### src/rtl/sap_pkg.sv
// Shared constants for the SAP-1 controller/sequencer: opcodes, T-state
// indices, control-word bit positions and an opcode classifier.
package sap_pkg;

  localparam int N_T = 6;

  localparam logic [3:0] OP_LDA = 4'h0;
  localparam logic [3:0] OP_ADD = 4'h1;
  localparam logic [3:0] OP_SUB = 4'h2;
  localparam logic [3:0] OP_OUT = 4'hE;
  localparam logic [3:0] OP_HLT = 4'hF;

  localparam int T1 = 0;
  localparam int T2 = 1;
  localparam int T3 = 2;
  localparam int T4 = 3;
  localparam int T5 = 4;
  localparam int T6 = 5;

  localparam logic [N_T-1:0] T_RESET = 6'b000001;

  localparam int CW_W  = 12;
  localparam int CW_CP = 0;
  localparam int CW_EP = 1;
  localparam int CW_LM = 2;
  localparam int CW_CE = 3;
  localparam int CW_LI = 4;
  localparam int CW_EI = 5;
  localparam int CW_LA = 6;
  localparam int CW_EA = 7;
  localparam int CW_SU = 8;
  localparam int CW_EU = 9;
  localparam int CW_LB = 10;
  localparam int CW_LO = 11;

  typedef logic [CW_W-1:0] ctrl_word_t;

  typedef enum logic [2:0] {
    OPC_LDA,
    OPC_ADD,
    OPC_SUB,
    OPC_OUT,
    OPC_HLT,
    OPC_NOP
  } op_class_e;

  // Every encoding not listed is a NOP with no execute-phase controls.
  function automatic op_class_e classify(input logic [3:0] op);
    op_class_e c;
    case (op)
      OP_LDA:  c = OPC_LDA;
      OP_ADD:  c = OPC_ADD;
      OP_SUB:  c = OPC_SUB;
      OP_OUT:  c = OPC_OUT;
      OP_HLT:  c = OPC_HLT;
      default: c = OPC_NOP;
    endcase
    return c;
  endfunction

endpackage

### src/rtl/controller_sequencer_ring_counter.sv
// Six-bit one-hot T-state ring with hold and jump-to-T1; resets to T1.
module ring_counter
  import sap_pkg::*;
(
  input  logic           i_clock,
  input  logic           i_reset_n,
  input  logic           i_hold,
  input  logic           i_jump,
  output logic [N_T-1:0] o_state
);

  logic [N_T-1:0] state_q;
  logic [N_T-1:0] state_d;

  always_ff @(posedge i_clock or negedge i_reset_n) begin
    if (!i_reset_n) state_q <= T_RESET;
    else            state_q <= state_d;
  end

  // Hold outranks jump so a halted machine can never leave T4.
  always_comb begin
    state_d = {state_q[N_T-2:0], state_q[N_T-1]};
    if (i_hold)      state_d = state_q;
    else if (i_jump) state_d = T_RESET;
  end

  assign o_state = state_q;

  ring_onehot_a : assert property (@(posedge i_clock) disable iff (!i_reset_n)
    $onehot(state_q));

endmodule

### src/rtl/controller_sequencer.sv
// SAP-1 controller/sequencer: T-state ring plus opcode decode into the control
// word. Define SAP_SEQ_SKIP_IDLE_EN to return to T1 right after the last active state.
//
// state | meaning
// T1    | Ep, Lm : PC address into MAR
// T2    | Cp     : increment PC
// T3    | CE, Li : instruction into IR
// T4-T6 | execute, per opcode; HLT freezes in T4
module controller_sequencer
  import sap_pkg::*;
(
  input  logic       i_clock,
  input  logic       i_reset_n,
  input  logic [3:0] i_opcode,
  output logic [5:0] o_t_state,
  output logic       o_pc_increment,
  output logic       o_pc_send,
  output logic       o_mar_load,
  output logic       o_ram_send,
  output logic       o_ir_load,
  output logic       o_ir_send_address,
  output logic       o_a_load,
  output logic       o_a_send,
  output logic       o_alu_subtract,
  output logic       o_alu_send,
  output logic       o_b_load,
  output logic       o_out_load,
  output logic       o_halt
);

  logic [N_T-1:0] t_state;
  op_class_e      op_class;
  logic           hlt_now;
  logic           hold;
  logic           jump;
  logic           halt_q;
  logic           halt_d;
  ctrl_word_t     cw;

  assign op_class = classify(i_opcode);
  assign hlt_now  = t_state[T4] && (op_class == OPC_HLT);
  assign hold     = halt_q || hlt_now;

`ifdef SAP_SEQ_SKIP_IDLE_EN
  assign jump = (t_state[T5] && (op_class == OPC_LDA)) ||
                (t_state[T4] && ((op_class == OPC_OUT) || (op_class == OPC_NOP)));
`else
  assign jump = 1'b0;
`endif

  ring_counter u_ring (
    .i_clock   (i_clock),
    .i_reset_n (i_reset_n),
    .i_hold    (hold),
    .i_jump    (jump),
    .o_state   (t_state)
  );

  assign halt_d = halt_q || hlt_now;

  always_ff @(posedge i_clock or negedge i_reset_n) begin
    if (!i_reset_n) halt_q <= 1'b0;
    else            halt_q <= halt_d;
  end

  always_comb begin
    cw = '0;
    if (t_state[T1]) begin
      cw[CW_EP] = 1'b1;
      cw[CW_LM] = 1'b1;
    end
    if (t_state[T2]) cw[CW_CP] = 1'b1;
    if (t_state[T3]) begin
      cw[CW_CE] = 1'b1;
      cw[CW_LI] = 1'b1;
    end
    if (t_state[T4]) begin
      case (op_class)
        OPC_LDA, OPC_ADD, OPC_SUB: begin
          cw[CW_EI] = 1'b1;
          cw[CW_LM] = 1'b1;
        end
        OPC_OUT: begin
          cw[CW_EA] = 1'b1;
          cw[CW_LO] = 1'b1;
        end
        default: ;
      endcase
    end
    if (t_state[T5]) begin
      case (op_class)
        OPC_LDA: begin
          cw[CW_CE] = 1'b1;
          cw[CW_LA] = 1'b1;
        end
        OPC_ADD, OPC_SUB: begin
          cw[CW_CE] = 1'b1;
          cw[CW_LB] = 1'b1;
        end
        default: ;
      endcase
    end
    if (t_state[T6]) begin
      case (op_class)
        OPC_ADD: begin
          cw[CW_EU] = 1'b1;
          cw[CW_LA] = 1'b1;
        end
        OPC_SUB: begin
          cw[CW_SU] = 1'b1;
          cw[CW_EU] = 1'b1;
          cw[CW_LA] = 1'b1;
        end
        default: ;
      endcase
    end
    // Controls are silenced while reset is held, not just after the first edge.
    if (halt_q || !i_reset_n) cw = '0;
  end

  assign o_t_state         = t_state;
  assign o_pc_increment    = cw[CW_CP];
  assign o_pc_send         = cw[CW_EP];
  assign o_mar_load        = cw[CW_LM];
  assign o_ram_send        = cw[CW_CE];
  assign o_ir_load         = cw[CW_LI];
  assign o_ir_send_address = cw[CW_EI];
  assign o_a_load          = cw[CW_LA];
  assign o_a_send          = cw[CW_EA];
  assign o_alu_subtract    = cw[CW_SU];
  assign o_alu_send        = cw[CW_EU];
  assign o_b_load          = cw[CW_LB];
  assign o_out_load        = cw[CW_LO];
  assign o_halt            = halt_q || hlt_now;

  bus_single_driver_a : assert property (@(posedge i_clock) disable iff (!i_reset_n)
    $onehot0({cw[CW_EP], cw[CW_CE], cw[CW_EI], cw[CW_EA], cw[CW_EU]}));

endmodule

### config.mk
export PLATFORM = sky130hd
export DESIGN_NAME = controller_sequencer
export DESIGN_NICKNAME = d
export VERILOG_FILES = /design/src/rtl/sap_pkg.sv /design/src/rtl/controller_sequencer_ring_counter.sv /design/src/rtl/controller_sequencer.sv
export SDC_FILE = /design/constraint.sdc
export NUM_CORES = 1
export LEC_CHECK = 0
export CORE_MARGIN = 3
export CORE_UTILIZATION = 30
export CTS_CLUSTER_DIAMETER = 30
export DETAILED_ROUTE_END_ITERATION = 16
export PLACE_DENSITY = 0.71
export SLEW_MARGIN = 20
export SYNTH_ARGS = -nofsm -noshare
export SYNTH_HDL_FRONTEND = slang
export SYNTH_SLANG_ARGS = --single-unit
### constraint.sdc
create_clock -name i_clock -period 1.52 [get_ports i_clock]
set_clock_uncertainty 0.05 [all_clocks]
set_input_delay 0.304 -clock i_clock [delete_from_list [all_inputs] [get_ports i_clock]]
set_output_delay 0.304 -clock i_clock [all_outputs]
set_load 0.01 [all_outputs]
Yosys cells after proc, flatten, opt, wreduce, memory -nomap -nowiden
Cells that the tools add are included.
{ "word_totals": {"out_inout_bits": 19, "elab_cells": 39, "ram_bits": 0, "inputBits": 6, "latchBits": 0, "memories": 0, "mem_bits_ro": 0, "ff_bits": 7} }
{ "op_classes": {"n_reduce_logical": 8, "n_eq_ne": 8, "addsub": 0, "n_mux": 21, "n_mul": 0, "magnitude_cmp": 0, "n_shift": 0, "bitwise_logic": 0, "n_div": 0} }
{ "ops": {"columns": ["op", "n"], "rows": [
  ["$mux 1", 16],
  ["$pmux 3 s5", 1],
  ["$mux 12", 1],
  ["$eq 4x4->1 const B", 2],
  ["$eq 3x2->1 const B", 2],
  ["$mux 2", 3],
  ["$eq 4x1->1 const B", 1],
  ["$eq 4x2->1 const B", 1],
  ["$logic_not 4->1", 1],
  ["$eq 3x1->1 const B", 1],
  ["$eq 3x3->1 const B", 1],
  ["$logic_not 3->1", 1],
  ["$reduce_or 3->1", 1],
  ["$logic_or 1x1->1", 2],
  ["$reduce_or 2->1", 1],
  ["$logic_and 1x1->1", 1],
  ["$logic_not 1->1", 1]
]} }

Depth between registers and ports, before layout
Gate-level depths: netlist (run 1).
{ "logic_depth": {"depth_word": 8, "ltp_mapped": 4, "ltp_nobuf": 3} }

By module
A second synthesis (run 1) with hierarchy kept.
{ "hier_totals": {"hier_cells": 50, "area_unflattened_um2": 447.9} }
{ "modules_own_cells": {"columns": ["module", "instances", "cells_per_inst", "seq_area_each_um2", "area_each_um2"], "rows": [
  ["ring_counter", 1, 24, 151.4, 251.5],
  ["controller_sequencer", 1, 26, 25.0, 196.4]
]} }

Least setup slack after synthesis (run 1)
OpenSTA, ideal clock, no wires.
{ "synth_path": {"path_kind": "reg-to-output", "start": "register halt_q", "end": "output port o_alu_subtract", "n_path_buf": 0, "t_required_ns": 1.166, "arrival_time_ns": 1.214, "path_slack_ns": -0.048, "stages_incl_launch_ff": 4, "path_cell_list": "dfrtp_1 -> nor2b_1 -> nand3b_1 -> nor4b_1"} }
{ "synth_via": {"elab_chain_cells": 2} }
{ "synth_rtl": {"columns": ["item", "line", "rtl"], "rows": [
  ["from (decl)", "controller_sequencer.sv:36", "logic halt_q;"],
  ["from (signal assigned)", "controller_sequencer.sv:63", "else halt_q <= halt_d;"],
  ["$logic_or 1x1->1", "controller_sequencer.sv:118", "if (halt_q || !i_reset_n) cw = '0;"],
  ["$mux 12", "controller_sequencer.sv:118", null],
  ["to (decl)", "controller_sequencer.sv:24", "output logic o_alu_subtract,"]
]} }
No other way between the ends.

Worst setup path after layout (run 1)
{ "layout_path": {"start": "input port i_reset_n", "end": "output port o_mar_load"} }
{ "layout_via": {"elab_chain_cells": 3} }
{ "layout_rtl": {"columns": ["item", "line", "rtl"], "rows": [
  ["from (decl)", "controller_sequencer.sv:13", "input logic i_reset_n,"],
  ["$logic_not 1->1", "controller_sequencer.sv:118", null],
  ["$logic_or 1x1->1", "controller_sequencer.sv:118", null],
  ["$mux 12", "controller_sequencer.sv:118", null],
  ["to (decl)", "controller_sequencer.sv:18", "output logic o_mar_load,"]
]} }
No other way between the ends.

==> impl_metrics.prom, run 1 <==
# TYPE chip_impl_metric gauge
chip_impl_metric{name="final_period_minus_worst_setup_slack",unit="ps"} 1807
chip_impl_metric{name="crit_path_max_fanout",unit=""} 4
chip_impl_metric{name="worst_skew_pair.late_latency",unit="ps"} 250
chip_impl_metric{name="syn-cell-area",unit="um2"} 441.7
chip_impl_info{name="synth.top_cells.by_area",value="dfrtp_1 34%, mux2_4 14%, dfstp_2 5.9%"} 1
chip_impl_info{name="timing.critical_path.to_type",value="output pin"} 1
chip_impl_metric{name="worst_ep_required_time",unit="ps"} 1170
chip_impl_metric{name="combPwrFrac",unit="%"} 61.5
chip_impl_info{name="unrepaired_setup_endpoints_after_global_routing",value="yes"} 1
chip_impl_metric{name="timing_hold_violations_final",unit=""} 0
chip_impl_info{name="post-synth-top-area-cell",value="dfrtp_1"} 1
chip_impl_metric{name="grt_first_pass_wirelength",unit="um"} 2063
chip_impl_info{name="crit-reg2reg-launch",value="halt_q$_DFF_PN0_"} 1
chip_impl_metric{name="worst_case_headroom_to_the_max_slew_limit",unit="%"} 81.87
chip_impl_metric{name="worst_pin_slew",unit="ps"} 270.9
chip_impl_metric{name="synth_sequential_area_ratio",unit="%"} 39.94
chip_impl_metric{name="globalRoute.totalOverflow",unit=""} 0
chip_impl_metric{name="initial_utilization",unit="%"} 33.11
chip_impl_metric{name="utilization",unit="%"} 63.04
chip_impl_metric{name="die_h",unit="um"} 44.37
chip_impl_metric{name="fp.dieArea",unit="mm2"} 0.001969
chip_impl_metric{name="p_int",unit="W"} 0.0009303
chip_impl_metric{name="initial_antenna_violation_count",unit=""} 0
chip_impl_metric{name="regArea",unit="um2"} 177.7
chip_impl_info{name="failed_checks",value="setup timing"} 1
chip_impl_metric{name="antenna-diode-count",unit=""} 0
chip_impl_metric{name="via_count",unit=""} 478
chip_impl_metric{name="part_of_the_power_in_registers",unit="%"} 27.1
chip_impl_metric{name="drt_iter0_markers",unit=""} 6
chip_impl_metric{name="final_critical_path_setup_slack",unit="ps"} -287.4
chip_impl_metric{name="core-area",unit="mm2"} 0.001334
chip_impl_metric{name="track_usage",unit="%"} 14.31
chip_impl_metric{name="maximum_number_of_pins_on_one_net_before_global_route_repair",unit=""} 7
chip_impl_metric{name="netSwitchingFraction",unit="%"} 34.94
chip_impl_metric{name="worstRegToRegCells",unit=""} 5
chip_impl_metric{name="drive_gt1_share",unit="%"} 60.00
chip_impl_metric{name="placementRows",unit=""} 13
chip_impl_metric{name="cts_hold_buffers",unit=""} 0
chip_impl_metric{name="fmax",unit="MHz"} 553.3
chip_impl_metric{name="syn_to_final_growth",unit="%"} 90.37
chip_impl_metric{name="powerDensity",unit="mW/mm2"} 1701
chip_impl_metric{name="drv.max_cap_violation_count",unit=""} 0
chip_impl_info{name="ctsRootBufferMaster",value="clkbuf_4"} 1
chip_impl_metric{name="netlist-cell-type-count",unit=""} 22
chip_impl_metric{name="clk_pin_slew",unit="ps"} 50
chip_impl_metric{name="top_level_ports",unit=""} 25
chip_impl_metric{name="nNetsFinal",unit=""} 92
chip_impl_info{name="cts_tree",value="done"} 1
chip_impl_metric{name="cts_max_level",unit=""} 1
chip_impl_info{name="worst_setup_path_class",value="input pin to output pin"} 1
chip_impl_metric{name="detail_route.first_pass.iterations",unit=""} 4
chip_impl_metric{name="ctsLongestPathBuffers",unit=""} 2
chip_impl_metric{name="r2r_slack",unit="ps"} 80
chip_impl_metric{name="postRouteWirelength",unit="um"} 1289
chip_impl_info{name="run_status",value="complete, but fails checks"} 1
chip_impl_metric{name="stdcell_count",unit=""} 100
chip_impl_metric{name="total_switching_power",unit="W"} 0.0004996
chip_impl_metric{name="multiInputGateArea",unit="um2"} 285.3
chip_impl_info{name="reg2reg_to",value="u_ring.o_state[5]$_DFFE_PN0N_"} 1
chip_impl_metric{name="ys_seq_elements",unit=""} 7
chip_impl_metric{name="pins_over_their_slew_limit",unit=""} 0
chip_impl_metric{name="pwr-share-clk",unit="%"} 11.5
chip_impl_metric{name="synthCells",unit=""} 40
chip_impl_metric{name="number_of_sinks_driven_by_the_clock_tree",unit=""} 7
chip_impl_metric{name="power.leakage",unit="nW"} 0.4423
chip_impl_info{name="worst_hold_path_type",value="input pin to asynchronous set/reset pin"} 1
chip_impl_metric{name="place.port_buffers",unit=""} 24
chip_impl_metric{name="die_x",unit="um"} 44.37
chip_impl_metric{name="layout_worst_path_cycle_share",unit="%"} 118.9
chip_impl_metric{name="antenna_left",unit=""} 0
chip_impl_metric{name="yosysTopAreaCellShare",unit="%"} 33.99
chip_impl_metric{name="n_fill_cell",unit=""} 142
chip_impl_metric{name="place.detailed.instances",unit=""} 92
chip_impl_metric{name="max-vdd-ir-drop",unit="uV"} 1105
chip_impl_metric{name="worst-endpoint-arrival",unit="ps"} 1450
chip_impl_metric{name="cts_made_buffers",unit=""} 3
chip_impl_metric{name="via_count_of_the_first_global_routing_pass",unit=""} 486
chip_impl_metric{name="synth.avg_cell_area",unit="um2"} 11.04
chip_impl_metric{name="setup_viol",unit=""} 13
chip_impl_metric{name="gp_routability_congestion",unit=""} 0.7625
chip_impl_metric{name="via_per_instance_ratio",unit=""} 4.780
chip_impl_metric{name="synth.net_count",unit=""} 46
chip_impl_metric{name="dp.final_hpwl",unit="um"} 1015
chip_impl_metric{name="routed_wire_length_per_instance",unit="um"} 12.89
chip_impl_metric{name="drc",unit=""} 0
chip_impl_info{name="worstSetupStartpointType",value="input pin"} 1
chip_impl_metric{name="ys_warn_count",unit=""} 0
[synth_stat cells]
cell and n:
a21oi_4 1, a31o_1 1, and2_1 4, and3_1 3
and4_4 1, buf_4 1, dfrtp_1 6, dfstp_2 1
inv_1 2, mux2_4 4, mux2i_1 1, nand2_1 1
nand3_1 1, nand3b_1 2, nor2_1 2, nor2b_1 1
nor4b_1 1, nor4b_2 1, o21ai_0 3, o22a_1 1
or2_1 1, xor2_1 1
[how the worst max path moves through the flow]
stage / endpoint / slack, ps / startpoint
after global routing: o_alu_subtract / -350 / halt_q$_DFF_PN0_
after CTS: o_b_load / -280 / halt_q$_DFF_PN0_
after floorplan: o_out_load / 10 / halt_q$_DFF_PN0_
after global placement: o_alu_subtract / -860 / i_reset_n
final: o_mar_load / -290 / i_reset_n
after detailed placement: o_alu_subtract / -850 / i_reset_n
[worst max-delay path, cell delays in order]
cell and delay [ps]:
dlygate4sd2_1 290, nor2b_4 150, buf_4 130, buf_6 110
and2_4 130, or2_1 210, buf_2 140
[cells by family after synthesis]
| kind of cell | count (synthesis) | share of synthesized area (%) |
|---|---|---|
| AO/OA/AOI/OAI | 6 | 11.05 |
| XOR/XNOR | 1 | 1.983 |
| buffers and inverters | 3 | 3.401 |
| flip-flops | 7 | 39.94 |
| multiplexers | 5 | 15.86 |
| AND/OR/NAND/NOR | 18 | 27.76 |
[layer usage]
metal  wire length, um  global-route usage, %  vias up
li1                  -                      -      233
met1               522                  17.38      221
met2               645                  24.42       22
met3               110                  4.472        2
met4                10                  3.614        0
met5                 0                      0        -
[what timing repair did]
action,4_1_cts,5_1_grt
buffers inserted,4,1
endpoints found under the setup margin,23,14
hold endpoints to repair,0,0
pin swaps,10,5
resized for setup,77,4
[layout make-up]
type,count,share of cell area [%]
timing repair buffer,42,38.69
multi-input combinational,30,33.93
sequential,7,21.13
clock buffer,4,3.125
tap,15,2.232
inverter,2,0.8929
[per-stage QoR]
stage | worst slack, ps | TNS (ps) | cell area (um2) | hold slack (ps) | total power [W]
finish | -287.4 | -1817 | 840.8 | 121.8 | 0.001430
global placement | -858.7 | -11070 | 813.3 | 502.2 | 0.001285
global route | -348.2 | -2729 | 840.8 | 134.9 | 0.001545
CTS | -282.3 | -1864 | 822.0 | 113.1 | 0.001423
detailed placement | -852.0 | -11450 | 813.3 | 506.8 | 0.001301
floorplan | 9.548 | 0 | 456.7 | -41.59 | 0.0007680
[cell usage in the layout (no fill, tap or decap), drive strengths merged, types with 2 or more instances in the layout]
master / Yosys / final
buf: 1 / 32
clkbuf: 0 / 4
mux2: 4 / 4
clkdlybuf4s15: 0 / 2
inv: 2 / 2
o21ai: 3 / 3
and3: 3 / 3
nand3b: 2 / 2
and2: 4 / 4
nor2: 2 / 2
dlygate4sd2: 0 / 8
nor4b: 2 / 2
dfrtp: 6 / 6
[state kept, by name, indices dropped and copies added (netlist names)]
name	count
halt_q	1
u_ring.o_state	6
[power groups by stage]
stage | Sequential, W | Clock [W] | Combinational, W
final | 0.000387 | 0.000164 | 0.000879
after floorplan | 0.000455 | 0 | 0.000313
after detailed placement | 0.000380 | 0 | 0.000921
after global routing | 0.000403 | 0.000185 | 0.000956
after CTS | 0.000381 | 0.000172 | 0.000870
after global placement | 0.000379 | 0 | 0.000906
Note: power is estimated with default switching activity, not from simulation.
==> inputs of run 2 (changes only) <==
--- a/config.mk
+++ b/config.mk
@@ -8,9 +8,11 @@
 export CORE_MARGIN = 3
 export CORE_UTILIZATION = 30
 export CTS_CLUSTER_DIAMETER = 30
+export CTS_CLUSTER_SIZE = 10
 export DETAILED_ROUTE_END_ITERATION = 16
 export PLACE_DENSITY = 0.71
 export SLEW_MARGIN = 20
 export SYNTH_ARGS = -nofsm -noshare
 export SYNTH_HDL_FRONTEND = slang
+export SYNTH_HIERARCHICAL = 1
 export SYNTH_SLANG_ARGS = --single-unit
==> run 2 against run 1 <==
The flow still finishes with violations (setup timing); wire length shrank 1.7%; utilization is 1.6 points higher; highest routed layer is now met3; die area is 1.2% higher; worst hold slack worse by 57 ps; power shrank 50%; via count increased by 7.5%; sequential share of layout area fell by 0.90 points; largest cell class unchanged; critical path depth shrank 3; first-iteration DRC count decreased by 33%; cell count rose by 13%.
==> impl_metrics.prom, run 2 <==
# TYPE chip_impl_metric gauge
chip_impl_metric{name="setup_tns",unit="ps"} -3076
chip_impl_metric{name="synth_sequential_area_ratio",unit="%"} 39.39
chip_impl_info{name="synth.top_cells.by_area",value="dfrtp_1 34%, and2_1 8.4%, nand2b_1 7.0%"} 1
chip_impl_metric{name="clk_pin_slew",unit="ps"} 50
chip_impl_info{name="crit-reg2reg-launch",value="halt_q$_DFF_PN0_"} 1
chip_impl_metric{name="top_level_ports",unit=""} 25
chip_impl_metric{name="final_period_minus_worst_setup_slack",unit="ps"} 1934
chip_impl_metric{name="initial_antenna_violation_count",unit=""} 0
chip_impl_info{name="worst_setup_path_class",value="flip-flop to output pin"} 1
chip_impl_metric{name="die_h",unit="um"} 44.64
chip_impl_metric{name="worst-endpoint-arrival",unit="ps"} 1580
chip_impl_metric{name="maximum_number_of_pins_on_one_net_before_global_route_repair",unit=""} 14
chip_impl_metric{name="design_power_total",unit="W"} 0.0007083
chip_impl_metric{name="grt_first_pass_wirelength",unit="um"} 2228
chip_impl_metric{name="drt_iter0_markers",unit=""} 4
chip_impl_metric{name="final_critical_path_setup_slack",unit="ps"} -413.9
chip_impl_metric{name="drive_gt1_share",unit="%"} 48.98
chip_impl_metric{name="critPathMaxStageDelay",unit="ps"} 560
chip_impl_metric{name="worst_ep_required_time",unit="ps"} 1170
chip_impl_metric{name="synth-edff-count",unit=""} 0
chip_impl_metric{name="cts_max_level",unit=""} 1
chip_impl_metric{name="synthCells",unit=""} 50
chip_impl_metric{name="ys_warn_count",unit=""} 6
chip_impl_metric{name="utilization",unit="%"} 64.60
chip_impl_metric{name="ctsLongestPathBuffers",unit=""} 2
chip_impl_metric{name="crit_path_max_fanout",unit=""} 3
chip_impl_metric{name="setup_viol",unit=""} 12
chip_impl_metric{name="number_of_sinks_driven_by_the_clock_tree",unit=""} 7
chip_impl_metric{name="ys_seq_elements",unit=""} 7
chip_impl_info{name="failed_checks",value="setup timing"} 1
chip_impl_info{name="critical_path.cell_chain",value="or4b_4 -> a21oi_4 -> a21o_2 -> buf_6"} 1
chip_impl_metric{name="syn-cell-area",unit="um2"} 447.9
chip_impl_metric{name="fmax",unit="MHz"} 517.1
chip_impl_info{name="worst_hold_path_type",value="input pin to asynchronous set/reset pin"} 1
chip_impl_metric{name="yosysTopAreaCellShare",unit="%"} 33.52
chip_impl_metric{name="die_x",unit="um"} 44.64
chip_impl_metric{name="cell_area_after_placement",unit="um2"} 827.0
chip_impl_info{name="timing.critical_path.to_type",value="output pin"} 1
chip_impl_info{name="run_status",value="complete, but fails checks"} 1
chip_impl_metric{name="postRouteWirelength",unit="um"} 1267
chip_impl_info{name="worstSetupStartpointType",value="flip-flop"} 1
chip_impl_metric{name="max-vdd-ir-drop",unit="uV"} 490.7
chip_impl_metric{name="fp.dieArea",unit="mm2"} 0.001993
chip_impl_metric{name="nNetsFinal",unit=""} 105
chip_impl_metric{name="via_count_of_the_first_global_routing_pass",unit=""} 541
chip_impl_info{name="ctsRootBufferMaster",value="clkbuf_4"} 1
chip_impl_metric{name="core-area",unit="mm2"} 0.001350
chip_impl_metric{name="worstRegToRegCells",unit=""} 5
chip_impl_metric{name="via_count",unit=""} 514
chip_impl_metric{name="cts_hold_buffers",unit=""} 0
chip_impl_metric{name="final_design_area_no_fill",unit="um2"} 872.1
chip_impl_info{name="most-common-layout-cells",value="14 x buf_4, 8 x dlygate4sd2_1, 8 x buf_2, 8 x buf_6"} 1
chip_impl_metric{name="detail_route.first_pass.iterations",unit=""} 2
chip_impl_info{name="most_common_cell_after_layout_fill_and_taps_aside",value="buf_4"} 1
chip_impl_metric{name="antenna_left",unit=""} 0
chip_impl_metric{name="n_fill_cell",unit=""} 139
chip_impl_metric{name="via_per_instance_ratio",unit=""} 4.549
chip_impl_metric{name="gp_routability_congestion",unit=""} 0.8588
chip_impl_info{name="timing.critical_path.slowest_stage_cell",value="or4b_4"} 1
chip_impl_metric{name="netlist-cell-type-count",unit=""} 22
chip_impl_metric{name="place.port_buffers",unit=""} 24
chip_impl_metric{name="globalRoute.totalOverflow",unit=""} 0
chip_impl_metric{name="synth.avg_cell_area",unit="um2"} 8.959
chip_impl_info{name="dominantRegCellSynth",value="dfrtp_1"} 1
chip_impl_info{name="cts_tree",value="done"} 1
chip_impl_metric{name="postSynth.asyncResetShare",unit="%"} 100.0
chip_impl_metric{name="layout_worst_path_cycle_share",unit="%"} 127.2
chip_impl_metric{name="initial_utilization",unit="%"} 33.18
chip_impl_metric{name="cts_made_buffers",unit=""} 3
chip_impl_metric{name="pins_over_their_slew_limit",unit=""} 0
chip_impl_metric{name="routed_wire_length_per_instance",unit="um"} 11.21
chip_impl_metric{name="powerDensity",unit="mW/mm2"} 812.2
chip_impl_metric{name="dp.final_hpwl",unit="um"} 1011
chip_impl_metric{name="drc",unit=""} 0
chip_impl_info{name="critical_path_startpoint",value="halt_q$_DFF_PN0_"} 1
chip_impl_metric{name="track_usage",unit="%"} 14.86
chip_impl_metric{name="timing_hold_violations_final",unit=""} 0
chip_impl_metric{name="power.leakage",unit="nW"} 0.4532
chip_impl_metric{name="place.detailed.instances",unit=""} 107
chip_impl_metric{name="stdcell_count",unit=""} 113
chip_impl_metric{name="placementRows",unit=""} 13
chip_impl_info{name="unrepaired_setup_endpoints_after_global_routing",value="yes"} 1
chip_impl_metric{name="antenna-diode-count",unit=""} 0
chip_impl_metric{name="drv.max_cap_violation_count",unit=""} 0
chip_impl_info{name="post-synth-top-area-cell",value="dfrtp_1"} 1
chip_impl_metric{name="worst_skew_pair.late_latency",unit="ps"} 240
chip_impl_info{name="yosys-top-cells-count",value="6 x and2_1, 6 x dfrtp_1, 6 x nand2_1"} 1
chip_impl_metric{name="syn_to_final_growth",unit="%"} 94.69
chip_impl_metric{name="flip_flop_count_of_the_largest_register_all_copies_and_words_added",unit=""} 6
-- run 2: per-layer routing --
layer / vias up / track usage [%] / part of all wire (%)
met5: - / 0 / 0
met4: 0 / 7.229 / 0
met3: 0 / 2.439 / 9.6
met2: 21 / 25.21 / 49
met1: 231 / 17.91 / 41
li1: 262 / - / -
-- run 2: path summary, 6_finish.rpt --
kind,end,slack [ps]
min in group i_clock,u_ring/o_state[1]$_DFFE_PN0N_,500
setup reg to reg,u_ring/o_state[3]$_DFFE_PN0N_,150
max in group asynchronous,u_ring/o_state[0]$_DFFE_PN1N_,1140
hold / removal,u_ring/o_state[3]$_DFFE_PN0N_,60
setup / recovery,o_ram_send,-410
hold reg to reg,u_ring/o_state[1]$_DFFE_PN0N_,500
-- run 2: logic make-up (layout without fill, tap and decap cells) --
group | after synthesis | count (layout) | synth area share (%)
other cells | 1 | 6 | 0.8372
compound gates | 12 | 12 | 19.28
xor+xnor | 1 | 1 | 1.956
buf+inv | 2 | 45 | 4.190
simple gates | 27 | 27 | 34.36
flops | 7 | 7 | 39.39
-- run 2: repair_timing --
| item | CTS | global route |
|---|---|---|
| pin swaps | 11 | 5 |
| buffers inserted | 2 | 0 |
| endpoints found under the setup margin | 20 | 15 |
| cloned | 0 | 0 |
| resized for setup | 76 | 8 |
-- run 2: area by class of cell --
| type | count | area [um2] | area share [%] |
|---|---|---|---|
| Timing Repair Buffer | 41 | 335.3 | 38.45 |
| Multi-Input combinational cell | 46 | 315.3 | 36.15 |
| Sequential cell | 7 | 176.4 | 20.23 |
| Clock buffer | 4 | 26.28 | 3.013 |
| Tap cell | 15 | 18.77 | 2.152 |
-- run 2: where the power goes --
group	switching, W	leakage [nW]	internal [W]
clock network	0.0000617	0.0150	0.0000997
logic	0.000140	0.346	0.000170
registers	0.0000182	0.0919	0.000218
-- run 2: through the flow --
step           hold slack, ps  setup slack, ps
2_1_floorplan          -41.59           -7.504
3_3_place_gp            468.6            -1028
3_5_place_dp            499.6            -1009
4_1_cts                 55.92           -439.3
5_1_grt                 68.27           -467.1
6_report                64.46           -413.9
-- run 2: worst max-delay path, delay by kind of cell (launching register included) --
kind                   cells  cell delay [ps]
buffers and inverters      1               90
flip-flops                 1              370
AND/OR/NAND/NOR            1              560
AO/OA/AOI/OAI              2              310
